File: src/rtl/sr_pkg.sv
// rtl/sr_pkg.sv - shared types and constants for the SR excitation driver
package sr_pkg;

  typedef enum logic [1:0] {
    IDLE   = 2'd0,
    DRIVE  = 2'd1,
    SETTLE = 2'd2,
    CHECK  = 2'd3
  } sr_state_e;

  // Excitation values are ordered {S,R}.
  localparam logic [1:0] EXC_HOLD = 2'b00;
  localparam logic [1:0] EXC_SET  = 2'b10;
  localparam logic [1:0] EXC_RST  = 2'b01;

  localparam int SETTLE_MAX = 15;
  localparam int SETTLE_CNT_W = $clog2(SETTLE_MAX + 1);

endpackage

File: src/rtl/sr_exc_enc.sv
// rtl/sr_exc_enc.sv - SR excitation-table encoder (target, q) -> {S,R}
module sr_exc_enc
  import sr_pkg::*;
(
  input  logic       tgt_i,
  input  logic       q_i,
  output logic [1:0] sr_o
);

  logic [1:0] exc;

  always_comb begin
    exc = EXC_HOLD;
    if (tgt_i && !q_i) begin
      exc = EXC_SET;
    end else if (!tgt_i && q_i) begin
      exc = EXC_RST;
    end
  end

  // Structural guard: R is forced low whenever S is high, so 2'b11 cannot escape.
  assign sr_o = {exc[1], exc[0] & ~exc[1]};

endmodule

File: src/rtl/sr_excitation_driver.sv
// rtl/sr_excitation_driver.sv - drives an SR flop from a target-Q stream and verifies the result
module sr_excitation_driver
  import sr_pkg::*;
#(
  parameter int SETTLE_CYCLES = 1,
  parameter int ERR_CNT_W     = 8
) (
  input  logic                 clk,
  input  logic                 rst,
  input  logic                 tgt_valid,
  input  logic                 tgt_bit,
  output logic                 tgt_ready,
  output logic                 S,
  output logic                 R,
  input  logic                 Q,
  input  logic                 Q_bar,
  input  logic                 clr_err,
  output logic                 done,
  output logic                 mismatch,
  output logic [ERR_CNT_W-1:0] err_count,
  output logic                 busy
);

  localparam logic [SETTLE_CNT_W-1:0] SETTLE_LOAD =
    SETTLE_CNT_W'((SETTLE_CYCLES > 0) ? SETTLE_CYCLES - 1 : 0);

  sr_state_e             state_q, state_d;
  logic                  tgt_q, tgt_d;
  logic [1:0]            sr_q, sr_d;
  logic [SETTLE_CNT_W-1:0] cnt_q, cnt_d;
  logic                  ready_q, ready_d;
  logic                  done_q, done_d;
  logic                  mism_q, mism_d;
  logic [ERR_CNT_W-1:0]  err_q, err_d;
  logic [1:0]            enc_sr;
  logic                  fail;

  // Encoded from the live bit and Q so the excitation is registered on the accept edge.
  sr_exc_enc u_enc (
    .tgt_i (tgt_bit),
    .q_i   (Q),
    .sr_o  (enc_sr)
  );

  always_comb begin
    state_d = state_q;
    tgt_d   = tgt_q;
    sr_d    = EXC_HOLD;
    cnt_d   = cnt_q;
    done_d  = 1'b0;
    mism_d  = 1'b0;
    err_d   = err_q;
    fail    = (Q != tgt_q) || (Q_bar == Q);
    case (state_q)
      IDLE: begin
        if (tgt_valid && ready_q) begin
          tgt_d   = tgt_bit;
          sr_d    = enc_sr;
          state_d = DRIVE;
        end
      end
      DRIVE: begin
        cnt_d   = SETTLE_LOAD;
        state_d = (SETTLE_CYCLES > 0) ? SETTLE : CHECK;
      end
      SETTLE: begin
        if (cnt_q == '0) begin
          state_d = CHECK;
        end else begin
          cnt_d = cnt_q - 1'b1;
        end
      end
      CHECK: begin
        done_d  = 1'b1;
        mism_d  = fail;
        state_d = IDLE;
        if (fail && (err_q != '1)) begin
          err_d = err_q + 1'b1;
        end
      end
      default: state_d = IDLE;
    endcase
    if (clr_err) begin
      err_d = '0;
    end
    ready_d = (state_d == IDLE);
  end

  always_ff @(posedge clk or negedge rst) begin
    if (!rst) begin
      state_q <= IDLE;
      tgt_q   <= 1'b0;
      sr_q    <= EXC_HOLD;
      cnt_q   <= '0;
      ready_q <= 1'b0;
      done_q  <= 1'b0;
      mism_q  <= 1'b0;
      err_q   <= '0;
    end else begin
      state_q <= state_d;
      tgt_q   <= tgt_d;
      sr_q    <= sr_d;
      cnt_q   <= cnt_d;
      ready_q <= ready_d;
      done_q  <= done_d;
      mism_q  <= mism_d;
      err_q   <= err_d;
    end
  end

  assign tgt_ready = ready_q;
  assign S         = sr_q[1];
  assign R         = sr_q[0];
  assign done      = done_q;
  assign mismatch  = mism_q;
  assign err_count = err_q;
  assign busy      = (state_q != IDLE);

endmodule

File: config.mk
export PLATFORM = sky130hd
export DESIGN_NAME = sr_excitation_driver
export DESIGN_NICKNAME = d
export VERILOG_FILES = /design/src/rtl/sr_pkg.sv /design/src/rtl/sr_exc_enc.sv /design/src/rtl/sr_excitation_driver.sv
export SDC_FILE = /design/constraint.sdc
export NUM_CORES = 1
export LEC_CHECK = 0
export CORE_ASPECT_RATIO = 1.1
export CORE_MARGIN = 4
export CORE_UTILIZATION = 49
export DETAILED_ROUTE_END_ITERATION = 10
export GPL_ROUTABILITY_DRIVEN = 0
export MAX_ROUTING_LAYER = met4
export PLACE_DENSITY_LB_ADDON = 0.12
export SETUP_SLACK_MARGIN = 0.3
export SYNTH_ARGS = -nofsm -noshare
export SYNTH_HDL_FRONTEND = slang
export SYNTH_SLANG_ARGS = --single-unit
File: constraint.sdc
create_clock -name clk -period 1.8 [get_ports clk]
set_input_delay 0.36 -clock clk [delete_from_list [all_inputs] [get_ports clk]]
set_output_delay 0.36 -clock clk [all_outputs]
set_load 0.05 [all_outputs]
==> flow_summary_export.csv, run 1 <==
group,metric,value,unit
clocking,clockRootBuffer,"clkbuf_4",
power,p_total,0.001858,W
routing,wl_per_cell,16.32,um
layout,final_common_cell,"buf_4",
routing,via_per_inst,5.621,
timing,finClkSkew,0.01697,ns
run,max-cap-violations,0,
clocking,path_clk_slew,0.12,ns
floorplan,dieHeight,55.70,um
layout,final_util,76.91,%
global_route,grt_most_used_layer,"met2",
floorplan,rows,17,
layout,layout-drive-gt1-share,51.88,%
setup_path,start_kind,"flop",
timing,fin_crit_sh,89.12,%
layout,syn_to_final_growth,50.12,%
floorplan,core-area,1978,um^2
global_route,grt_antenna_before_repair,0,
clocking,cts_max_path_buffers,2,
floorplan,io_pins,21,
power,vdd_drop_max,1.118,mV
clocking,cts_buffers,3,
placement,placed_area,1295,um^2
setup_path,cp-end-kind,"flop",
logic_synthesis,avgSynthCellArea,10.67,um^2
timing,min_period,1.604,ns
logic_synthesis,synth_area,1013,um^2
setup_path,critPathArrivalTime,1.84,ns
setup_path,required,2.04,ns
timing,setup_viol,0,
floorplan,die_w,51.36,um
layout,antenna_cells,0,
global_route,grt_pass1_vias,883,
timing,worst_pin_slew,0.3928,ns
routing,drc,0,
placement,port-buffer-count,20,
floorplan,start_util,51.23,%
logic_synthesis,netlist_instances,95,
min_path,hold_class,"input port to async pin",
layout,fin_area,1521,um^2
logic_synthesis,synthesis.nets,108,
outcome,outcome,"finished clean",
power,leakage,0.6776,nW
global_route,grt_pass1_wl,3774,um
clocking,htreeDepth,1,
logic_synthesis,ys_seq_elements,20,
placement,hpwl,1553,um
clocking,clk_latency,0.31,ns
logic_synthesis,ys_warn_count,0,
timing,max-slew-margin-rel,73.73,%
setup_path,reg2reg_depth,5,
layout,mostFrequentLayoutCells,"27 x buf_4, 11 x dfrtp_1, 9 x dfrtp_2",
timing,drv_slew,0,
power,powerDensity,1221,nW/um^2
global_route,track_usage,17.43,%
global_route,grt_max_degree,21,
setup_path,crit_type,"flop to flop",
timing,final-hold-violation-count,0,
clocking,cts_tree,"done",
routing,finalWirelength,2628,um
global_route,gr-total-overflow,0,
floorplan,die_area,2861,um^2
routing,drt_iter0_markers,10,
clocking,hold_buffers,0,
routing,vias,905,
timing,rsz0062_at_grt,"true",
routing,ant_nets,0,
clocking,clock-sinks,20,
global_route,grt_util_met1,21.44,%
timing,fmaxAchievable,0.6234,GHz
routing,firstDrtPassIters,4,
layout,nets,147,
global_route,use_met2,28.55,%
global_route,met3_usage,2.413,%
setup_path,crit_fanout,6,
logic_synthesis,seq_area_frac_synth,49.38,%
logic_synthesis,synthDistinctLibCells,35,
-- path summary, 6_finish.rpt --
path,slack (ns),startpoint,end
min reg2reg,0.56,tgt_q$_DFFE_PN0P_,tgt_q$_DFFE_PN0P_
min in group clk,0.40,Q,sr_q[1]$_DFF_PN0_
max reg2reg,0.20,state_q[0]$_DFF_PN0_,err_count[6]$_DFFE_PN0P_
min,0.37,rst,done$_DFF_PN0_
max,0.20,state_q[0]$_DFF_PN0_,err_count[6]$_DFFE_PN0P_
max in group asynchronous,1.18,rst,err_count[2]$_DFFE_PN0P_
-- metrics by stage --
step           setup WS [ns]  std cells  setup TNS [ns]  hold WS (ns)
2_1_floorplan         0.2548         95               0       0.06441
3_3_place_gp        -0.08001        147         -0.3564        0.5134
3_5_place_dp         -0.1498        147         -0.6575        0.5144
4_1_cts               0.2169        156               0        0.3840
5_1_grt               0.1556        161               0        0.3993
6_report              0.1958        161               0        0.3719
-- cell usage after synthesis --
cell	n	area share [%]
a21o_1	2	1.5
nand4b_1	1	0.86
nor2_1	2	0.74
and4b_1	1	0.99
a41oi_1	1	0.86
mux2_2	1	1.1
and3_1	1	0.62
nor3_1	4	2.0
inv_1	7	2.6
nor4_1	2	1.2
and4bb_2	1	1.2
a21oi_1	7	3.5
or3b_1	2	1.7
or4_1	1	0.74
nand2_1	6	2.2
o41ai_1	1	0.86
buf_1	1	0.37
dfrtp_1	20	49
xor2_1	1	0.86
nand4_1	2	1.2
nand3b_1	2	1.5
clkbuf_1	1	0.37
xnor2_1	1	0.86
nor3_2	2	2.0
o211ai_1	1	0.74
o31ai_1	2	1.5
nand3_2	1	0.99
o21ai_0	4	2.0
nor3b_1	4	3.0
and3b_1	1	0.86
mux2i_1	1	0.99
ha_1	6	7.4
and4_1	2	1.7
or3_1	1	0.62
nand3_1	2	0.99
-- layer usage --
metal,share of wire (%),wire length (um),vias up
li1,-,-,426
met1,40,1044,456
met2,56,1468,19
met3,3.2,83,4
met4,1.2,32,0
met5,0,0,-
-- flip-flops by register name, indices dropped and copies added (netlist names) --
| name | count |
|---|---|
| cnt_q | 4 |
| done | 1 |
| err_count | 8 |
| mismatch | 1 |
| sr_q | 2 |
| state_q | 2 |
| tgt_q | 1 |
| tgt_ready | 1 |
-- logic make-up after synthesis --
| kind of cell | synth area share (%) |
|---|---|
| AOI/OAI and AO/OA | 10.86 |
| xor gates and xnor gates | 1.729 |
| adders and majority gates | 7.407 |
| buffers and inverters | 3.333 |
| DFF | 49.38 |
| muxes | 2.099 |
| and+or+nand+nor | 25.19 |
-- where the power goes --
part           internal, W  leakage, nW  switching (W)  total (W)
logic             0.000407        0.393       0.000488   0.000894
clock network     0.000225       0.0279       0.000139   0.000364
registers         0.000529        0.257      0.0000705   0.000600
total              0.00116        0.678       0.000697    0.00186
-- critical path, cell delays in order (launching register included) --
cell and delay (ns):
dfrtp_2 0.43, ha_4 0.16, buf_4 0.12, nand3_4 0.09, or4_1 0.56, a21oi_2 0.16
-- layout make-up --
type	count	area [um^2]
repair buffers	36	302.8
well taps	28	35.03
fillers	142	456.7
clock buffers	3	22.52
multi-input cells	66	590.6
inverters	7	28.78
clock inverters	1	30.03
flip-flops and latches	20	511.7
-- timing repair --
action | CTS | global route
pin swaps | 5 | 8
endpoints found under the setup margin | 10 | 13
gates resized for setup | 15 | 16
buffers inserted | 5 | 5
(Power assumes the default switching activity.)
==> inputs of run 2 (changes only) <==
Settings changed: ABC_CLOCK_PERIOD_IN_PS set to 1800, CORE_UTILIZATION 49 to 45, HOLD_SLACK_MARGIN set to 0.05.
==> run 2 against run 1 <==
  * Combinational power is 4.3% lower
  * Worst hold slack lost 0.0057 ns
  * Non-clock buffer count grew 5
  * Sequential power fell by 0.8%
  * Sequential share of layout area fell by 0.38 points
  * Total power is 7.6% lower
  * Via count shrank 0.99%
  * Largest power group unchanged
==> flow_summary_export.csv, run 2 (synthesized netlist as in run 1, its figures left out) <==
group,metric,value,unit
outcome,outcome,"finished clean",
floorplan,die_area,3077,um^2
setup_path,crit_type,"flop to flop",
run,max-cap-violations,0,
routing,finalWirelength,2421,um
routing,via_per_inst,5.398,
timing,setup_ws,0.2550,ns
timing,rsz0062_at_grt,"true",
layout,layout-drive-gt1-share,52.90,%
setup_path,crit_fanout,5,
clocking,htreeDepth,1,
clocking,clock-sinks,20,
layout,nets,152,
routing,ant_nets,0,
layout,syn_to_final_growth,51.48,%
routing,firstDrtPassIters,4,
floorplan,io_pins,21,
layout,final_common_cell,"buf_4",
setup_path,critPathArrivalTime,1.78,ns
routing,drt_iter0_markers,28,
min_path,hold_class,"input port to async pin",
floorplan,rows,17,
power,vdd_drop_max,0.9503,mV
layout,antenna_cells,0,
timing,drv_slew,0,
timing,fmaxAchievable,0.6473,GHz
timing,min_period,1.545,ns
routing,drc,0,
layout,largest_reg_flops,8,
power,leakage,0.6923,nW
global_route,grt_max_degree,21,
layout,n_fill_cell,160,
timing,max-slew-margin-rel,71.06,%
floorplan,core-area,2085,um^2
setup_path,rr_endpoint,"err_count[5]$_DFFE_PN0P_",
clocking,clk_latency,0.31,ns
setup_path,reg2reg_depth,5,
placement,pre_cts_slack,-0.1178,ns
setup_path,cp-end-kind,"flop",
clocking,cts_buffers,3,
setup_path,r2r-start,"state_q[0]$_DFF_PN0_",
floorplan,dieHeight,57.78,um
setup_path,reg2reg_slack,0.26,ns
clocking,cts_max_path_buffers,2,
routing,vias,896,
global_route,grt_antenna_before_repair,0,
timing,fin_crit_sh,85.83,%
clocking,clockRootBuffer,"clkbuf_4",
setup_path,required,2.04,ns
routing,wl_per_cell,14.58,um
timing,worst_pin_slew,0.4327,ns
timing,setup_viol,0,
timing,finClkSkew,0.01174,ns
global_route,grt_pass1_wl,3739,um
setup_path,start_kind,"flop",
global_route,gr-total-overflow,0,
layout,mostFrequentLayoutCells,"34 x buf_4, 12 x dfrtp_1, 8 x dfrtp_2",
power,p_total,0.001717,W
timing,hold_ws,0.3661,ns
global_route,grt_pass1_vias,835,
power,powerDensity,1118,nW/um^2
global_route,track_usage,16.79,%
timing,final-hold-violation-count,0,
placement,port-buffer-count,20,
floorplan,start_util,48.62,%
clocking,cts_tree,"done",
clocking,path_clk_slew,0.12,ns
placement,hpwl,1553,um
floorplan,die_w,53.25,um
run 2: changes by cell type in the layout (fill, tap and decap cells not counted), sizes merged:
cell | before | now
buf | 30 | 35
bufinv | 1 | 0
clkbuf | 3 | 4
run 2: worst max-delay path by stage:
stage / startpoint / depth (start not counted) / to
finish: state_q[0]$_DFF_PN0_ / 5 / err_count[5]$_DFFE_PN0P_
detailed placement: Q / 5 / err_count[6]$_DFFE_PN0P_
global placement: Q / 5 / err_count[6]$_DFFE_PN0P_
global route: state_q[1]$_DFF_PN0_ / 4 / busy
floorplan: err_count[0]$_DFFE_PN0P_ / 5 / err_count[6]$_DFFE_PN0P_
CTS: state_q[1]$_DFF_PN0_ / 4 / busy
run 2: report_power, final:
group | internal (W) | switching, W | leakage (nW)
logic | 0.000389 | 0.000467 | 0.414
registers | 0.000527 | 0.0000682 | 0.258
clock network | 0.000124 | 0.000143 | 0.0210
run 2: layer usage:
layer | track usage [%] | wire (um) | part of all wire (%) | vias up
met5 | - | 0 | 0 | -
met4 | 6.569 | 36 | 1.5 | 0
met2 | 28.20 | 1264 | 52 | 19
li1 | - | - | - | 436
met3 | 3.085 | 60 | 2.5 | 5
met1 | 19.44 | 1059 | 44 | 436
run 2: final cells by class:
| type | instances | area [um^2] | area share, % |
|---|---|---|---|
| Multi-Input combinational cell | 66 | 591.8 | 38.55 |
| Sequential cell | 20 | 510.5 | 33.25 |
| Timing Repair Buffer | 41 | 332.8 | 21.68 |
| Inverter | 7 | 28.78 | 1.874 |
| Clock buffer | 4 | 36.28 | 2.363 |
| Tap cell | 28 | 35.03 | 2.282 |
run 2: through the flow:
stage	util, %	instance area (um^2)	setup TNS, ns	std cells
after CTS	68.19	1421	0	158
after global placement	62.12	1295	-0.3764	147
final	73.65	1535	0	166
after floorplan	-	1045	0	95
after detailed placement	62.12	1295	-0.6020	147
after global routing	73.65	1535	0	166
run 2: critical path, cell delays in order (launching register included):
cell      delay (ns)
dfrtp_2         0.44
ha_4            0.18
inv_1           0.04
and4bb_2        0.33
or3b_1          0.37
a21oi_2         0.12
run 2: repair_timing:
item,4_1_cts,5_1_grt
setup endpoints to repair,8,11
resized for setup,13,15
pin swaps,5,10
buffers inserted,7,8
hold buffers,0,0
